## src/rtl/fifo_write_packer.sv

```systemverilog
// fifo_write_packer: write-side front end for the dual-clock FIFOs.
// Collects narrow input beats into RATIO-lane words with a lane-valid mask.
// Completed words wait in a two-entry holding buffer, then drain into the
// FIFO whenever almostFull is low. Everything runs on wrclk.
module fifo_write_packer #(
    parameter  int IN_WIDTH  = 8,
    parameter  int RATIO     = 4,
    localparam int OUT_WIDTH = IN_WIDTH * RATIO,
    localparam int LW        = (RATIO > 1) ? $clog2(RATIO) : 1
) (
    input  logic                 wrclk,
    input  logic                 rst,
    input  logic                 inValid,
    input  logic [IN_WIDTH-1:0]  inData,
    input  logic                 inLast,
    output logic                 inReady,
    input  logic                 almostFull,
    output logic                 writeEnable,
    output logic [OUT_WIDTH-1:0] dataOut,
    output logic [RATIO-1:0]     laneMask,
    output logic                 partialBusy,
    output logic [31:0]          wordCount
);

    // Packing state
    logic [LW-1:0]        lane_idx_q,  lane_idx_d;
    logic [OUT_WIDTH-1:0] part_data_q, part_data_d;
    logic [RATIO-1:0]     part_mask_q, part_mask_d;

    // Holding buffer; entry 0 is always the oldest word
    logic [OUT_WIDTH-1:0] hold_data_q [2];
    logic [OUT_WIDTH-1:0] hold_data_d [2];
    logic [RATIO-1:0]     hold_mask_q [2];
    logic [RATIO-1:0]     hold_mask_d [2];
    logic [1:0]           hold_count_q, hold_count_d;

    // Registered FIFO-side outputs
    logic                 write_enable_q, write_enable_d;
    logic [OUT_WIDTH-1:0] data_out_q,     data_out_d;
    logic [RATIO-1:0]     lane_mask_q,    lane_mask_d;
    logic [31:0]          word_count_q,   word_count_d;

    logic                 accept;
    logic                 complete;
    logic                 pop;
    logic [1:0]           wr_idx;
    logic [RATIO-1:0]     lane_sel;
    logic [OUT_WIDTH-1:0] word_data;
    logic [RATIO-1:0]     word_mask;

    // Ready depends only on registered state and reset, never on inValid
    assign inReady     = !rst && (hold_count_q != 2'd2);
    assign accept      = inValid && inReady;
    assign complete    = accept && (inLast || (lane_idx_q == LW'(RATIO - 1)));
    assign pop         = (hold_count_q != 2'd0) && !almostFull;
    // A word pushed while another pops lands behind the remaining entry
    assign wr_idx      = hold_count_q - 2'(pop);
    assign partialBusy = (lane_idx_q != '0);

    // The current word with this cycle's beat merged into its lane
    for (genvar gi = 0; gi < RATIO; gi++) begin : g_lane
        assign lane_sel[gi] = accept && (lane_idx_q == LW'(gi));
        assign word_data[gi*IN_WIDTH +: IN_WIDTH] =
            lane_sel[gi] ? inData : part_data_q[gi*IN_WIDTH +: IN_WIDTH];
        assign word_mask[gi] = lane_sel[gi] | part_mask_q[gi];
    end

    // Next-state: lane counter, partial word, holding buffer and outputs
    always_comb begin
        lane_idx_d     = lane_idx_q;
        part_data_d    = part_data_q;
        part_mask_d    = part_mask_q;
        hold_data_d    = hold_data_q;
        hold_mask_d    = hold_mask_q;
        hold_count_d   = hold_count_q + 2'(complete) - 2'(pop);
        write_enable_d = pop;
        data_out_d     = data_out_q;
        lane_mask_d    = lane_mask_q;
        word_count_d   = word_count_q;

        if (accept) begin
            if (complete) begin
                lane_idx_d  = '0;
                part_data_d = '0;
                part_mask_d = '0;
            end else begin
                lane_idx_d  = lane_idx_q + LW'(1);
                part_data_d = word_data;
                part_mask_d = word_mask;
            end
        end

        if (pop) begin
            data_out_d     = hold_data_q[0];
            lane_mask_d    = hold_mask_q[0];
            word_count_d   = word_count_q + 32'd1;
            hold_data_d[0] = hold_data_q[1];
            hold_mask_d[0] = hold_mask_q[1];
            hold_data_d[1] = '0;
            hold_mask_d[1] = '0;
        end

        if (complete) begin
            if (wr_idx == 2'd0) begin
                hold_data_d[0] = word_data;
                hold_mask_d[0] = word_mask;
            end else begin
                hold_data_d[1] = word_data;
                hold_mask_d[1] = word_mask;
            end
        end
    end

    // State registers; reset discards partial and queued words
    always_ff @(posedge wrclk) begin
        if (rst) begin
            lane_idx_q     <= '0;
            part_data_q    <= '0;
            part_mask_q    <= '0;
            hold_data_q[0] <= '0;
            hold_data_q[1] <= '0;
            hold_mask_q[0] <= '0;
            hold_mask_q[1] <= '0;
            hold_count_q   <= 2'd0;
            write_enable_q <= 1'b0;
            data_out_q     <= '0;
            lane_mask_q    <= '0;
            word_count_q   <= 32'd0;
        end else begin
            lane_idx_q     <= lane_idx_d;
            part_data_q    <= part_data_d;
            part_mask_q    <= part_mask_d;
            hold_data_q    <= hold_data_d;
            hold_mask_q    <= hold_mask_d;
            hold_count_q   <= hold_count_d;
            write_enable_q <= write_enable_d;
            data_out_q     <= data_out_d;
            lane_mask_q    <= lane_mask_d;
            word_count_q   <= word_count_d;
        end
    end

    assign writeEnable = write_enable_q;
    assign dataOut     = data_out_q;
    assign laneMask    = lane_mask_q;
    assign wordCount   = word_count_q;

endmodule

```

## config.mk

```make
export PLATFORM = sky130hd
export DESIGN_NAME = fifo_write_packer
export DESIGN_NICKNAME = d
export VERILOG_FILES = /design/src/rtl/fifo_write_packer.sv
export SDC_FILE = /design/constraint.sdc
export NUM_CORES = 1
export LEC_CHECK = 0
export CAP_MARGIN = 20
export CELL_PAD_IN_SITES_DETAIL_PLACEMENT = 1
export CELL_PAD_IN_SITES_GLOBAL_PLACEMENT = 1
export CORE_MARGIN = 1
export CORE_UTILIZATION = 35
export CTS_CLUSTER_DIAMETER = 60
export DETAILED_ROUTE_END_ITERATION = 10
export GPL_TIMING_DRIVEN = 0
export PLACE_DENSITY_LB_ADDON = 0.1
export SLEW_MARGIN = 20
export SYNTH_ARGS = -nofsm -noshare
export SYNTH_HDL_FRONTEND = slang
export SYNTH_SLANG_ARGS = --single-unit
```

## constraint.sdc

```tcl
create_clock -name wrclk -period 3.1 [get_ports wrclk]
set_input_delay 0.62 -clock wrclk [delete_from_list [all_inputs] [get_ports wrclk]]
set_output_delay 0.62 -clock wrclk [all_outputs]
set_load 0.03 [all_outputs]
```

Word-level counts from Yosys, hierarchy flattened

Cells that the tools add are included.

Word-level logic and storage cells: 55
Register bits: 181
Output and inout port bits: 71
Input port bits: 13

Equal/unequal tests: 4
Mux-type cells: 15
Bitwise gates (word level): 4
Add/sub/neg operators: 5
Reductions and logical operators: 15

Operators by type and width:

| operator                                            | number |
|---|---|
| 2-to-1 mux 64 bit                                   | 2 |
| 2-to-1 mux 32 bit                                   | 3 |
| 2-to-1 mux 8 bit                                    | 6 |
| adder 32 x 1 -> 32 bit, second input constant       | 1 |
| 2-to-1 mux 4 bit                                    | 3 |
| logical AND 1 bit                                   | 8 |
| equality test 2 bit, second input constant          | 2 |
| zero test 2 bit                                     | 2 |
| OR 1 bit                                            | 4 |
| nonzero test 2 bit                                  | 2 |
| subtractor 2 x 1 -> 2 bit                           | 2 |
| adder 2 x 1 -> 2 bit                                | 1 |
| adder 2 x 1 -> 2 bit, second input constant         | 1 |
| equality test 2 x 1 -> 1 bit, second input constant | 1 |
| zero test 1 bit                                     | 2 |
| 2-to-1 mux 2 bit                                    | 1 |
| inequality test 2 bit, second input constant        | 1 |
| logical OR 1 bit                                    | 1 |

Depth between registers and ports, before layout

Gate-level depths: netlist (run 1).

Word-level depth: 7
Gate-level depth with buffers: 11
Gate-level depth less buffers: 9

Least setup slack after synthesis (run 1)

OpenSTA, ideal clock, no wires.

Kind: in2reg
Start point: input port almostFull
End point: register hold_count_q[1]
Arrival: 2.251 ns
Path buffers: 2
Required time: 2.972 ns
Setup slack: 0.721 ns
Setup time: 0.128 ns
Stages: 10
Cells stage by stage: o21bai_2 > inv_2 > clkbuf_1 > clkbuf_1 > ha_1 > inv_1 > ha_1 > xnor2_1 > xnor2_1 > nor2_1

Longest elaborated chain between the ends: 3

RTL lines:

| element                   | RTL line | text |
|---|---|---|
| start, declared           | 17       | `input logic almostFull,` |
| zero test 1 bit           | 55       | `assign pop = (hold_count_q != 2'd0) && !almostFull;` |
| logical AND 1 bit         | 55       |  |
| net pop                   | 45       | `logic pop;` |
| subtractor 2 x 1 -> 2 bit | 75       | `hold_count_d = hold_count_q + 2'(complete) - 2'(pop);` |
| end signal, assigned      | 135      | `hold_count_q <= hold_count_d;` |
| end, declared             | 35       | `logic [1:0] hold_count_q, hold_count_d;` |

The timed path passes the listed nets, and every way through them passes these cells.
A chain may end at the register's enable or synchronous reset.

Worst setup path in the final report (run 1)

Start point: input port rst
End point: output port inReady

Longest elaborated chain between the ends: 2

RTL lines:

| element           | RTL line | text |
|---|---|---|
| start, declared   | 12       | `input logic rst,` |
| zero test 1 bit   | 52       | `assign inReady = !rst && (hold_count_q != 2'd2);` |
| logical AND 1 bit | 52       |  |
| end, declared     | 16       | `output logic inReady,` |

Every way passes these cells.

==> results.cfg, run 1 <==
[outcome]
status = finished, violations left
violations = DRC

[final_layout]
insertedDiodeCount = 0
final_util_pct = 44.1
fill_cells = 2707
syn_to_final_growth_pct = 22.5
post_layout_nonfiller_instances = 1369
finalNetCount = 1096
final_cell_mix = nand2_1, dfxtp_1, a21oi_1
drive_above_1_share_pct = 7.16
multi_input_area_um2 = 3850
regArea_um2 = 3620
final_common_cell = nand2_1

[logic_synthesis]
avgSynthCellArea_um2 = 8.13
synth_compound_area_share_pct = 20.7
synth-seq-cells = 181
ys_seq_area_share_pct = 45.7
yosys_warnings = 0
synth_top_family_by_area = simple AND/OR/NAND/NOR gates
async_flop_share_pct = 0
synth_cell_types = 44
synth_xor_xnor_area_share_pct = 1.44
syn_inst = 975
synth_fp_nets = 995
synth-simple-area-share_pct = 24.7
synth_mux_area_share_pct = 0.710
synth_fa_ha_area_share_pct = 1.11
synth-edff-count = 0
netlist_area_um2 = 7930
synth-main-ff-cell = dfxtp_1

[timing]
hold_viol = 0
period_share_pct = 94.5
fmax_ghz = 0.341
min_period_ps = 2930
worst_pin_slew_ps = 885
skew_ps = 11.1
whs_ps = 451
setup_ws_ps = 171
slew_viol_final = 0
fin_tns_setup_ps = 0
maxSlewHeadroom_pct = 41.0
rsz0062_at_grt = false
finalSetupViolCount = 0

[die]
start_util_pct = 36.0
dieHeight_um = 152
fp.dieArea_um2 = 23200
core_um2 = 22000
io_pins = 84
die_w_um = 152
rows = 54

[global_routing]
grt_pass1_vias = 7355
track_usage_pct = 23.0
grt-ovfl-total = 0
antenna_found_initial = 0
grt_max_degree = 18
grt_pass1_wl_um = 41800

[power]
p_leak_nw = 3.11
internal_power_mw = 3.92
p_sw_mw = 1.68
seqPwrFrac_pct = 44.6
peakVddDrop_uv = 352
power.density_nw_per_um2 = 577
switching_share_pct = 30.1
power_frac_clock_pct = 39.6
combinationalPowerShare_pct = 15.8

[routing]
ant_nets = 0
initialDrtViolationCount = 498
drc = 6
postRouteWirelength_um = 26300
num_vias = 7527
dr.pass1.iters = 10
wl_per_cell_um = 19.2
viasPerCell = 5.50

[placed_design]
post-place-cells = 1338
gp_congestion = 0.840
port-buffer-count = 83
place_ws_ps = -1150
hpwl_um = 19300

[setup_path]
cp_num_buf_inv = 5
critPathLaunch = rst
rr_startpoint = lane_idx_q[0]
crit_required_ps = 2480
crit_family = buffers and inverters
cp_max_fo = 10
path_class = in -> out
slowest_delay_ps = 390
crit_top_cell = dlygate4sd2_1
critical_path_arrival_ps = 2310
worst_setup_path_start_kind = primary input
critPathSlowestCell = dlygate4sd2_1
crit_path_end_kind = primary output
cp_cell_sequence = dlygate4sd2_1 > clkbuf_4 > buf_4 > clkbuf_2 > nor2_1 > dlygate4sd2_1

[cts]
cts_tree = yes
cts.clk_slew.worst_paths_ps = 70
postCtsSetupBuffers = 0
cts_max_level = 4
cts_buffers = 17
cts_hold_buf = 0
cts.sinks = 181
clk_path_buf_depth = 2
root_buffer = clkbuf_16
insertion_delay_ps = 430

[flow_run]
cap_violations = 0

[worst_hold_path]
min_from = hold_data_q[48]
hold_path_class = reg -> reg
[final timing paths]
kind	slack, ps	endpoint	cells after the start
worst max-delay path	170	inReady	6
worst min-delay path	450	dataOut[16]	2
worst max register to register	550	hold_data_q[16]	7
worst min register to register	450	dataOut[16]	2
[synthesized netlist by cell type, types with 2 or more instances]
| master | count | area share (%) |
|---|---|---|
| nand2b_1 | 5 | 0.39 |
| ha_1 | 7 | 1.1 |
| nor2b_1 | 7 | 0.55 |
| a211oi_1 | 4 | 0.38 |
| and2_1 | 11 | 0.87 |
| buf_2 | 22 | 1.4 |
| clkbuf_1 | 47 | 2.2 |
| clkbuf_2 | 2 | 0.13 |
| nand2_1 | 184 | 8.7 |
| buf_6 | 2 | 0.28 |
| xor2_1 | 8 | 0.88 |
| nor4_1 | 26 | 2.1 |
| a31oi_1 | 3 | 0.24 |
| or4_1 | 9 | 0.85 |
| a21oi_1 | 115 | 7.3 |
| or3_1 | 7 | 0.55 |
| mux2_2 | 4 | 0.57 |
| nand4_1 | 22 | 1.7 |
| o21ai_0 | 52 | 3.3 |
| nor4_2 | 4 | 0.63 |
| o21ai_1 | 4 | 0.25 |
| and3_1 | 20 | 1.6 |
| nor3_1 | 24 | 1.5 |
| buf_1 | 9 | 0.43 |
| nand3_1 | 45 | 2.8 |
| a21o_1 | 9 | 0.85 |
| o31a_1 | 25 | 2.8 |
| buf_4 | 2 | 0.19 |
| clkinv_1 | 2 | 0.095 |
| o31ai_1 | 16 | 1.5 |
| nor2_1 | 27 | 1.3 |
| dfxtp_1 | 181 | 46 |
| a311oi_1 | 32 | 3.5 |
| inv_1 | 18 | 0.85 |
| and4_1 | 7 | 0.77 |
| xnor2_1 | 5 | 0.55 |
[layout make-up]
cell class | count | share of cell area [%]
Buffer | 83 | 3.86
Tap cell | 280 | 3.61
Clock buffer | 20 | 4.81
Timing Repair Buffer | 83 | 8.54
Sequential cell | 181 | 37.3
Multi-Input combinational cell | 689 | 39.7
Clock inverter | 12 | 1.32
Inverter | 21 | 0.812
[kinds of logic (layout without fill, tap and decap cells)]
kind of cell | after synthesis | in the layout
AO/OA/AOI/OAI | 263 | 263
XOR/XNOR | 13 | 13
adder cells (fa/ha/maj) | 7 | 7
buffers and inverters | 105 | 219
flip-flops | 181 | 181
multiplexers | 5 | 5
AND/OR/NAND/NOR | 401 | 401
[power groups by stage]
| stage | logic, mW | registers (mW) | clock network, mW |
|---|---|---|---|
| global placement | 0.883 | 2.55 | 0 |
| finish | 0.887 | 2.50 | 2.22 |
| detailed placement | 0.889 | 2.55 | 0 |
| CTS | 0.891 | 2.50 | 2.27 |
| floorplan | 0.485 | 2.59 | 0 |
| global route | 0.966 | 2.51 | 2.36 |
[sequential cells by signal, summed over array words and instances, names as in the netlist]
register,cells
dataOut,32
hold_count_q,2
hold_data_q,64
hold_mask_q,8
laneMask,4
lane_idx_q,2
part_data_q,32
part_mask_q,4
wordCount,32
writeEnable,1
[tightest hold or removal path, cell delays in order, from the launching register on]
cell	delay, ps
dfxtp_1	310
nand2_1	50
a21oi_1	50
[layer usage]
metal  vias up  part of all wire [%]  routed length (um)  GRT usage (%)
met4         0                   1.1                 300           5.58
met2       151                    45               11800           36.3
met5         -                     0                   0              0
met1      3656                    50               13100           32.6
li1       3698                     -                   -              -
met3        22                   4.1                1090           4.07
[per-stage QoR]
stage	power (mW)	instance area (um^2)
6_report	5.60	9700
5_1_grt	5.84	9700
4_1_cts	5.66	9700
3_5_place_dp	3.44	9110
3_3_place_gp	3.43	9110
2_1_floorplan	3.07	7930
[what timing repair did]
item                                   4_1_cts  5_1_grt
endpoints found under the hold margin        0        0
gates resized for setup                      8        0
setup endpoints to repair                    3        0
No activity file was read; power rests on OpenSTA's default activity.
==> run 2: changes to the inputs <==
--- a/config.mk
+++ b/config.mk
@@ -5,6 +5,7 @@
 export SDC_FILE = /design/constraint.sdc
 export NUM_CORES = 1
 export LEC_CHECK = 0
+export ABC_AREA = 0
 export CAP_MARGIN = 20
 export CELL_PAD_IN_SITES_DETAIL_PLACEMENT = 1
 export CELL_PAD_IN_SITES_GLOBAL_PLACEMENT = 1
==> results of run 2 <==
No change in the layout: final DEF, timing and power equal those of run 1.
==> run 3: changes to the inputs <==
--- a/config.mk
+++ b/config.mk
@@ -6,9 +6,11 @@
 export NUM_CORES = 1
 export LEC_CHECK = 0
 export ABC_AREA = 0
+export ABC_CLOCK_PERIOD_IN_PS = 3100
 export CAP_MARGIN = 20
 export CELL_PAD_IN_SITES_DETAIL_PLACEMENT = 1
 export CELL_PAD_IN_SITES_GLOBAL_PLACEMENT = 1
+export CORE_ASPECT_RATIO = 0.75
 export CORE_MARGIN = 1
 export CORE_UTILIZATION = 35
 export CTS_CLUSTER_DIAMETER = 60
==> results.cfg, run 3 (synthesis results as in run 1) <==
[routing]
postRouteWirelength_um = 27300
dr.pass1.iters = 5
ant_nets = 0
initialDrtViolationCount = 506
num_vias = 7728
wl_per_cell_um = 19.8
viasPerCell = 5.59
drc = 0

[final_layout]
regMostFlops = hold_data_q
largest_register_ffs = 64
final_common_cell = nand2_1
design_area_um2 = 9730
drive_above_1_share_pct = 7.17
insertedDiodeCount = 0
final_cell_mix = nand2_1, dfxtp_1, a21oi_1
final_util_pct = 44.0
syn_to_final_growth_pct = 22.8
finalNetCount = 1095

[setup_path]
crit_path_end_kind = primary output
cp_max_fo = 17
path_class = reg -> out
critical_path_arrival_ps = 2300
crit_family = buffers and inverters
critPathSlowestCell = clkdlybuf4s50_1
crit_required_ps = 2480
cp_num_buf_inv = 3
slowest_delay_ps = 760
cp_cell_sequence = inv_1 > ha_1 > clkinv_1 > clkdlybuf4s50_1
worst_setup_path_start_kind = flip-flop

[timing]
hold_viol = 0
maxSlewHeadroom_pct = 32.9
worst_pin_slew_ps = 1010
fmax_ghz = 0.342
slew_viol_final = 0
whs_ps = 455
setup_ws_ps = 177
skew_ps = 11.4
period_share_pct = 94.3
min_period_ps = 2920
finalSetupViolCount = 0
rsz0062_at_grt = false

[cts]
cts_hold_buf = 0
cts_max_level = 4
cts_resized = 9
clk_path_buf_depth = 2
cts_tree = yes
cts_buffers = 17
postCtsSetupBuffers = 0
cts.sinks = 181
insertion_delay_ps = 440
cts.clk_slew.worst_paths_ps = 80
root_buffer = clkbuf_16

[power]
peakVddDrop_uv = 333
power.density_nw_per_um2 = 580
p_leak_nw = 3.12

[die]
fp.dieArea_um2 = 23300
io_pins = 84
die_w_um = 176
core_um2 = 22100
rows = 47
dieHeight_um = 132
start_util_pct = 35.8

[global_routing]
grt_pass1_vias = 7471
grt_pass1_wl_um = 43300
track_usage_pct = 24.1
grt_max_degree = 19
grt-ovfl-total = 0
antenna_found_initial = 0

[placed_design]
placed_area_um2 = 9120
place_ws_ps = -1210
port-buffer-count = 83
gp_congestion = 0.828
hpwl_um = 20200

[outcome]
status = finished clean

[flow_run]
cap_violations = 0

[worst_hold_path]
hold_path_class = reg -> reg
[run 3: routing by layer]
layer  wire [um]  share of wire (%)  GRT usage [%]
met1       14300                 52           37.5
met2       11100                 40           33.5
met3        1670                6.1           4.84
met4         271               0.99           5.46
met5           0                  0              0
[run 3: final timing paths]
kind	from	endpoint	slack, ps	cells after the start
max reg2reg	lane_idx_q[0]	hold_data_q[38]	470	6
min reg2reg	hold_data_q[32]	dataOut[0]	450	2
min	hold_data_q[32]	dataOut[0]	450	2
max	lane_idx_q[0]	partialBusy	180	4
[run 3: through the flow]
stage	power, mW	cells	setup TNS [ps]
after floorplan	3.07	975	0
after global placement	3.44	1352	-4080
after detailed placement	3.45	1352	-3790
after CTS	5.68	1382	0
after global routing	5.87	1382	0
final	5.65	1382	0
[run 3: cell type report]
type | count | area [um^2]
fillers | 2683 | 12400
well taps | 294 | 368
flip-flops and latches | 181 | 3620
clock inverters | 14 | 156
repair buffers | 83 | 832
multi-input cells | 689 | 3850
plain buffers | 82 | 379
inverters | 21 | 78.8
clock buffers | 18 | 439
[run 3: tightest hold or removal path: stages, from the launching register on]
cell and delay [ps]:
dfxtp_1 320, nand2_1 50, a21oi_1 50
[run 3: report_power, final]
part           switching (mW)  internal, mW
clock network            1.07          1.17
logic                   0.663         0.239
registers              0.0702          2.42
